$ cat config.mk
export PLATFORM = sky130hd
export DESIGN_NAME = fir_sample_sequencer
export DESIGN_NICKNAME = d
export VERILOG_FILES = /design/src/rtl/fir_seq_pkg.sv /design/src/rtl/fir_seq_fifo.sv /design/src/rtl/fir_sample_sequencer.sv
export SDC_FILE = /design/constraint.sdc
export NUM_CORES = 1
export LEC_CHECK = 0
export BUFFER_PORTS_ARGS = -buffer_cell sky130_fd_sc_hd__buf_2
export CAP_MARGIN = 30
export CORE_MARGIN = 5
export CORE_UTILIZATION = 35
export DETAILED_ROUTE_END_ITERATION = 7
export PLACE_DENSITY = 0.57
export SLEW_MARGIN = 15
export SYNTH_ARGS = -nofsm -noshare
export SYNTH_HDL_FRONTEND = slang
export SYNTH_HIERARCHICAL = 1
export SYNTH_SLANG_ARGS = --single-unit
$ cat constraint.sdc
create_clock -name clk -period 2.73 [get_ports clk]
set_clock_uncertainty 0.05 [all_clocks]
set_input_delay 0.4095 -clock clk [delete_from_list [all_inputs] [get_ports clk]]
set_output_delay 0.4095 -clock clk [all_outputs]
set_load 0.005 [all_outputs]
$ cat src/rtl/fir_seq_pkg.sv
// Shared defaults and helpers for the fir_core host-side sample sequencer.
package fir_seq_pkg;

  localparam int unsigned DATA_W_DEF = 32;
  localparam int unsigned CNT_W_DEF  = 16;

  // Saturating +1 for a counter of width w (w <= 32); the caller truncates the result.
  function automatic logic [31:0] sat_inc(input logic [31:0] v, input int unsigned w);
    logic [31:0] max_v;
    max_v = (w >= 32) ? 32'hFFFF_FFFF : 32'((64'd1 << w) - 64'd1);
    return (v == max_v) ? v : v + 32'd1;
  endfunction

endpackage

$ cat src/rtl/fir_seq_fifo.sv
// Synchronous result FIFO. A push on a full FIFO is still taken when a pop
// happens in the same cycle; otherwise it is ignored, and the caller counts the drop.
// Ports:
//   clk, rst              clock, synchronous active-high reset
//   push_i, push_dat_i    write request and data
//   pop_i                 read request (ignored while empty)
//   dat_o                 oldest entry, combinational read
//   full_o, empty_o       occupancy flags
module fir_seq_fifo #(
  parameter int unsigned DATA_W = 32,
  parameter int unsigned DEPTH  = 4
) (
  input  logic              clk,
  input  logic              rst,
  input  logic              push_i,
  input  logic [DATA_W-1:0] push_dat_i,
  input  logic              pop_i,
  output logic [DATA_W-1:0] dat_o,
  output logic              full_o,
  output logic              empty_o
);

  localparam int unsigned PTR_W = $clog2(DEPTH);
  localparam int unsigned CW    = PTR_W + 1;

  logic [DATA_W-1:0] mem_q [DEPTH];
  logic [PTR_W-1:0]  wr_q, rd_q;
  logic [CW-1:0]     cnt_q;
  logic              do_push, do_pop;

  assign full_o  = (cnt_q == CW'(DEPTH));
  assign empty_o = (cnt_q == '0);
  assign dat_o   = mem_q[rd_q];
  assign do_pop  = pop_i & ~empty_o;
  assign do_push = push_i & (~full_o | do_pop);

  // Pointers and occupancy; pointers wrap naturally at DEPTH.
  always_ff @(posedge clk) begin
    if (rst) begin
      wr_q  <= '0;
      rd_q  <= '0;
      cnt_q <= '0;
    end else begin
      if (do_push) wr_q <= wr_q + PTR_W'(1);
      if (do_pop)  rd_q <= rd_q + PTR_W'(1);
      cnt_q <= cnt_q + CW'(do_push) - CW'(do_pop);
    end
  end

  // Storage needs no reset: entries are only visible after being written.
  always_ff @(posedge clk) begin
    if (do_push) mem_q[wr_q] <= push_dat_i;
  end

endmodule

$ cat src/rtl/fir_sample_sequencer.sv
// Host-side adapter for fir_core: turns the core's ccs x/y wires into valid/ready streams.
// Ports:
//   clk, rst                    clock, synchronous active-high reset
//   in_vld, in_rdy, in_dat      upstream sample stream
//   x_rsc_dat, x_triosy_lz      sample to core, core "x consumed" strobe
//   y_rsc_dat, y_triosy_lz      result from core, core "y valid" strobe
//   out_vld, out_rdy, out_dat   downstream result stream (FIFO head)
//   clear                       clears both counters
//   underrun_cnt, overflow_cnt  saturating event counters
module fir_sample_sequencer
  import fir_seq_pkg::*;
#(
  parameter int unsigned DATA_W     = DATA_W_DEF,
  parameter int unsigned FIFO_DEPTH = 4,
  parameter int unsigned ZERO_FILL  = 0,
  parameter int unsigned CNT_W      = CNT_W_DEF
) (
  input  logic              clk,
  input  logic              rst,
  input  logic              in_vld,
  output logic              in_rdy,
  input  logic [DATA_W-1:0] in_dat,
  output logic [DATA_W-1:0] x_rsc_dat,
  input  logic              x_triosy_lz,
  input  logic [DATA_W-1:0] y_rsc_dat,
  input  logic              y_triosy_lz,
  output logic              out_vld,
  input  logic              out_rdy,
  output logic [DATA_W-1:0] out_dat,
  input  logic              clear,
  output logic [CNT_W-1:0]  underrun_cnt,
  output logic [CNT_W-1:0]  overflow_cnt
);

  logic              x_prev_q, y_prev_q;
  logic [DATA_W-1:0] xh_q, xh_d;
  logic [DATA_W-1:0] xp_q, xp_d;
  logic              xp_v_q, xp_v_d;
  logic [CNT_W-1:0]  und_q, und_d;
  logic [CNT_W-1:0]  ovf_q, ovf_d;
  logic              x_evt, y_evt, accept, underrun, overflow, pop;
  logic              fifo_full, fifo_empty;

  // Input staging, strobe edges and counter next-state.
  always_comb begin
    x_evt    = x_triosy_lz & ~x_prev_q;
    y_evt    = y_triosy_lz & ~y_prev_q;
    in_rdy   = ~xp_v_q & ~rst;
    accept   = in_vld & in_rdy;
    pop      = ~fifo_empty & out_rdy;
    xh_d     = xh_q;
    xp_d     = xp_q;
    xp_v_d   = xp_v_q;
    underrun = 1'b0;
    overflow = y_evt & fifo_full & ~pop;

    if (x_evt) begin
      if (xp_v_q) begin
        xh_d   = xp_q;
        xp_v_d = 1'b0;
      end else if (accept) begin
        xh_d = in_dat;  // bypass: sample arrives in the very frame it is needed
      end else begin
        underrun = 1'b1;
        if (ZERO_FILL != 0) xh_d = '0;
      end
    end else if (accept) begin
      xp_d   = in_dat;
      xp_v_d = 1'b1;
    end

    und_d = und_q;
    ovf_d = ovf_q;
    if (clear) begin
      und_d = '0;
      ovf_d = '0;
    end else begin
      if (underrun) und_d = CNT_W'(sat_inc(32'(und_q), CNT_W));
      if (overflow) ovf_d = CNT_W'(sat_inc(32'(ovf_q), CNT_W));
    end
  end

  // State registers.
  always_ff @(posedge clk) begin
    if (rst) begin
      x_prev_q <= 1'b0;
      y_prev_q <= 1'b0;
      xh_q     <= '0;
      xp_q     <= '0;
      xp_v_q   <= 1'b0;
      und_q    <= '0;
      ovf_q    <= '0;
    end else begin
      x_prev_q <= x_triosy_lz;
      y_prev_q <= y_triosy_lz;
      xh_q     <= xh_d;
      xp_q     <= xp_d;
      xp_v_q   <= xp_v_d;
      und_q    <= und_d;
      ovf_q    <= ovf_d;
    end
  end

  fir_seq_fifo #(
    .DATA_W (DATA_W),
    .DEPTH  (FIFO_DEPTH)
  ) u_fifo (
    .clk        (clk),
    .rst        (rst),
    .push_i     (y_evt),
    .push_dat_i (y_rsc_dat),
    .pop_i      (out_rdy),
    .dat_o      (out_dat),
    .full_o     (fifo_full),
    .empty_o    (fifo_empty)
  );

  assign x_rsc_dat    = xh_q;
  assign out_vld      = ~fifo_empty;
  assign underrun_cnt = und_q;
  assign overflow_cnt = ovf_q;

endmodule

**Word-level counts from Yosys, hierarchy flattened**

Memories as Yosys holds them, arrays and structs flattened. A register that Yosys moved wholly into a read port is not among the register bits.
Index checks and enable logic that the tools add are counted.

- Add/sub/neg operators: 6
- Equal/unequal tests: 3
- Mux-type cells: 9
- Bitwise operators: 19
- Reductions and logical operators: 8

Operators by type and width:

| operator | count |
|---|---|
| $mux 32 | 2 |
| $add 16x1->16 const B | 2 |
| $eq 16x16->1 const B | 2 |
| $not 1->1 | 10 |
| $and 1x1->1 | 8 |
| $reduce_and 2->1 | 4 |
| $mux 1 | 5 |
| $add 2x1->2 const B | 2 |
| $mux 2 | 2 |
| $reduce_or 2->1 | 2 |
| $add 3x1->3 | 1 |
| $eq 3x3->1 const B | 1 |
| $logic_not 3->1 | 1 |
| $sub 3x1->3 | 1 |
| $reduce_bool 2->1 | 1 |
| $or 1x1->1 | 1 |

- Register bits: 106
- RAM bits: 128
- Bits of input ports: 71
- Output and inout port bits: 98
- Logic and storage cells: 56
- Memories kept: 1

Memory list:

| memory | words | bits a word | read ports | clocked after memory_dff | write ports | line | source |
|---|---|---|---|---|---|---|---|
| u_fifo.mem_q | 4 | 32 | 1 | 1 | 1 | fir_seq_fifo.sv:26 | `logic [DATA_W-1:0] mem_q [DEPTH];` |

**Logic depth before layout (Yosys ltp)**

- Depth after elaboration: 7
- Mapped depth: 8
- Depth with buffers taken out: 8

**Hierarchy**

The synthesis kept the hierarchy.

Modules (own cells, without submodules):

| module | times used | cells each | area each (sq um) | seq. area each (sq um) |
|---|---|---|---|---|
| fir_seq_fifo | 1 | 214 | 5198.7 | 4023.9 |
| fir_sample_sequencer | 1 | 515 | 4396.7 | 1981.9 |

**Least setup slack after synthesis**

No wires, ideal clock.

- Path type: register -> register
- Start point: register u_fifo.cnt_q[1]
- End point: register u_fifo.cnt_q[2]
- Library setup time: 0.126 ns
- Arrival: 1.955 ns
- Data required time: 2.554 ns
- Slack: 0.599 ns
- Stages on the path, launching flop included: 9
- Path buffers: 0
- Clock period less this slack: 2.131 ns
- Path through: dfxtp_1 > o31ai_2 > or2_1 > a21bo_2 > ha_1 > fa_1 > xnor2_1 > xnor2_1 > nor2_1

- Cells in the longest elaborated chain, start to end: 7
- Elaborated cells between the ends (all ways): 9
- Classes of those cells: 2 x add/sub; 1 x eq/ne; 5 x bitwise; 1 x reduce/logical

RTL lines:

| item | line | source |
|---|---|---|
| start, declared | fir_seq_fifo.sv:28 | `logic [CW-1:0] cnt_q;` |
| start signal, assigned | fir_seq_fifo.sv:46 | `cnt_q <= cnt_q + CW'(do_push) - CW'(do_pop);` |
| $logic_not 3->1 | fir_seq_fifo.sv:32 | `assign empty_o = (cnt_q == '0);` |
| $not 1->1 | fir_seq_fifo.sv:34 | `assign do_pop = pop_i & ~empty_o;` |
| $and 1x1->1 | fir_seq_fifo.sv:34 |  |
| $or 1x1->1 | fir_seq_fifo.sv:35 | `assign do_push = push_i & (~full_o \| do_pop);` |
| $and 1x1->1 | fir_seq_fifo.sv:35 |  |
| $add 3x1->3 | fir_seq_fifo.sv:46 |  |
| $sub 3x1->3 * | fir_seq_fifo.sv:46 |  |

Mark *: on every way between the ends. The rest lies on a longest branch, timed or not.
A chain may end at the register's enable or synchronous reset.

==> results.cfg <==
[clock_network]
cts_buffers = 26
clk_latency_ns = 0.52
h-tree-depth = 1
clk_pin_slew_ns = 0.06
cts_tree = done
cts_root_buf = clkbuf_16
post_cts_buffers = 0
cts_resized = 0
cts.path.max_buffers = 3
cts_sinks = 236
cts_hold_buf = 0

[power]
seqPwrFrac_pct = 46.7
power.leakage_nw = 4.177
p_sw_mw = 2.072
power_mw = 8.671
worst_ir_drop_vdd_uv = 462.1
p_int_mw = 6.599
comb_power_share_pct = 15.4
power_density_nw_per_um2 = 744.4
sw_frac_of_total_pct = 23.90
p_clk_share_pct = 37.9

[critical_path]
cp.required_ns = 2.27
crit_chain = buf_12 -> mux4_1 -> buf_2
timing.rr.start = u_fifo/cnt_q[1]
r2r_cells = 8
cpPeakStageDelay_ns = 0.65
crit_slowest_cell = mux4_1
path_class = reg2out
reg2reg_slack_ns = 0.49
cp_max_fo = 32
rr_endpoint = u_fifo/cnt_q[2]
arrival_ns = 1.91
end_kind = output port
cp-start-kind = register

[floorplanning]
io_pins = 169
initial_core_util_pct = 35.60
die_width_um = 175.6
coreArea_sq_um = 26950
die_area_sq_um = 30830
row_count = 60
die_height_um = 175.6

[global_routing]
grt_max_degree = 47
grt_pass1_vias = 6341
grt_usage_pct = 13.20
grt_overflow = 0
grt_pass1_wl_mm = 33.95
antenna_found_initial = 5

[outcome]
status = completed

[logic_synthesis]
synth_top_area_share_pct = 40.06
async_flop_share_pct = 0
synth_common_cells = edfxtp_1 (128), dfxtp_1 (108), nand2_1 (92)
ys_warn_count = 6
synthCells = 729
syn_area_sq_um = 9595
synth_cell_types = 51
ys_seq_area_share_pct = 62.59
synth_area_leaders = edfxtp_1 (40%), dfxtp_1 (23%), mux4_1 (5.5%), mux2i_1 (4.9%), nand2_1 (3.6%)
synth-edff-count = 128
synth.most_common_cell = edfxtp_1
syn-mean-instance-area_sq_um = 13.16
ys.flop_type = edfxtp_1
ys_ff_latch = 236
syn_nets = 808
synth_top_area_cell = edfxtp_1

[sta]
maxSlewViolCount = 0
fin_crit_sh_pct = 86.86
rsz0062_at_grt = no
final_hold_viol_count = 0
finalSetupViolations = 0
clock.fmax_mhz = 421.7
fin_crit_ns = 2.371
tns_ns = 0
tightest_slew_ns = 0.6238
setup_slack_ns = 0.3588
relSlewSlack_pct = 58.41

[layout]
nNetsFinal = 976
design_area_sq_um = 11650
syn_to_final_growth_pct = 21.38
fill_cells = 2524
final_util_pct = 43.22
drive_above_1_share_pct = 27.32

[place]
io_buffers = 168
gp_congestion = 0.7602
dp_hpwl_mm = 13.33
dp_slack_ns = 0.4910
place_area_sq_um = 10830

[hold_path]
min_from = y_rsc_dat[0]
hold_depth = 1
worstHoldEndpoint = u_fifo/mem_q[2][0]
min_path_type = in2reg

[routing]
drt-total-wl_mm = 20.82
drtIter0Drc = 282
dr.pass1.iters = 4
vias = 6287
routedWlPerCell_um = 16.55
ant_nets = 0
viasPerCell = 4.998
drc = 0

[flow_run]
drv_cap = 0
==> cells by family (layout without fill, tap and decap cells) <==
family                     after synthesis  count (layout)  synth area share (%)
AOI/OAI and AO/OA                      107             107                 7.237
xor gates and xnor gates                 4               4                0.3652
adders and majority gates                8               8                 1.121
buffers and inverters                   56             242                 2.869
DFF                                    236             236                 62.59
muxes                                   80              80                 13.35
other                                    0               2                     0
and+or+nand+nor                        238             238                 12.47
==> cell type report <==
cell class              count  area (sq um)  share of cell area [%]
inverters                  10         37.54                  0.3223
multi-input cells         437          3322                   28.52
well taps                 341         426.7                   3.663
diodes                      2         5.005                 0.04297
flip-flops and latches    236          6008                   51.58
clock inverters             6         66.31                  0.5693
clock buffers              40         743.2                   6.381
repair buffers            186          1039                   8.916
==> power by group through the flow <==
stage	clock, mW	combinational, mW	sequential (mW)
floorplan	0	0.887	4.10
global placement	0	1.37	4.12
detailed placement	0	1.37	4.12
CTS	3.40	1.38	4.05
global route	3.57	1.48	4.06
finish	3.29	1.34	4.05
==> layer usage <==
layer / part of all wire, % / global-route usage (%)
met5: 0.16 / 0
met1: 45 / 16.99
met2: 46 / 21.61
met4: 1.5 / 2.469
met3: 8.1 / 4.950
==> sequential cells by signal, summed over array words and instances, names as in the netlist, named ones only <==
register,count
xp_v_q,1
xp_q,32
overflow_cnt,16
y_prev_q,1
x_prev_q,1
x_rsc_dat,32
u_fifo/cnt_q,3
u_fifo/wr_q,2
u_fifo/rd_q,2
underrun_cnt,16
u_fifo/mem_q,128
==> per-stage QoR <==
step,hold slack [ns],instances
6_report,0.05752,1258
5_1_grt,0.02944,1258
4_1_cts,0.02825,1256
3_5_place_dp,0.3966,1210
3_3_place_gp,0.3913,1209
2_1_floorplan,0.3860,729
==> layout by cell type (no fill, tap or decap), types with 5 or more instances in the layout <==
master	count
or4_1	11
nand2b_1	6
and3_1	6
mux2i_1	47
o21ai_0	5
nand4_1	13
nand3_1	6
edfxtp_1	128
mux4_1	20
a21oi_1	47
nand2_1	92
buf_4	13
nor4_1	15
ha_1	7
and4_1	5
or3_1	16
inv_1	9
clkbuf_1	10
nor2_1	43
buf_12	5
buf_2	168
a211oi_1	32
dfxtp_1	106
mux4_2	12
o31ai_1	11
nor2b_1	6
clkbuf_16	26
==> worst max-delay path by stage <==
stage                          from         endpoint  slack [ns]
CTS                        register       out_dat[2]        0.31
global placement    u_fifo/cnt_q[1]  u_fifo/cnt_q[2]        0.50
global route               register       out_dat[2]        0.29
detailed placement  u_fifo/cnt_q[1]  u_fifo/cnt_q[2]        0.49
finish                     register       out_dat[7]        0.36
floorplan           u_fifo/cnt_q[1]  u_fifo/cnt_q[2]        0.60
==> worst max-delay path: cells and delay by family (launching register included) <==
family	cells	cell delay, ns
buffers and inverters	2	0.40
multiplexers	1	0.65
flip-flops	1	0.34
No activity file was read; power rests on OpenSTA's default activity.
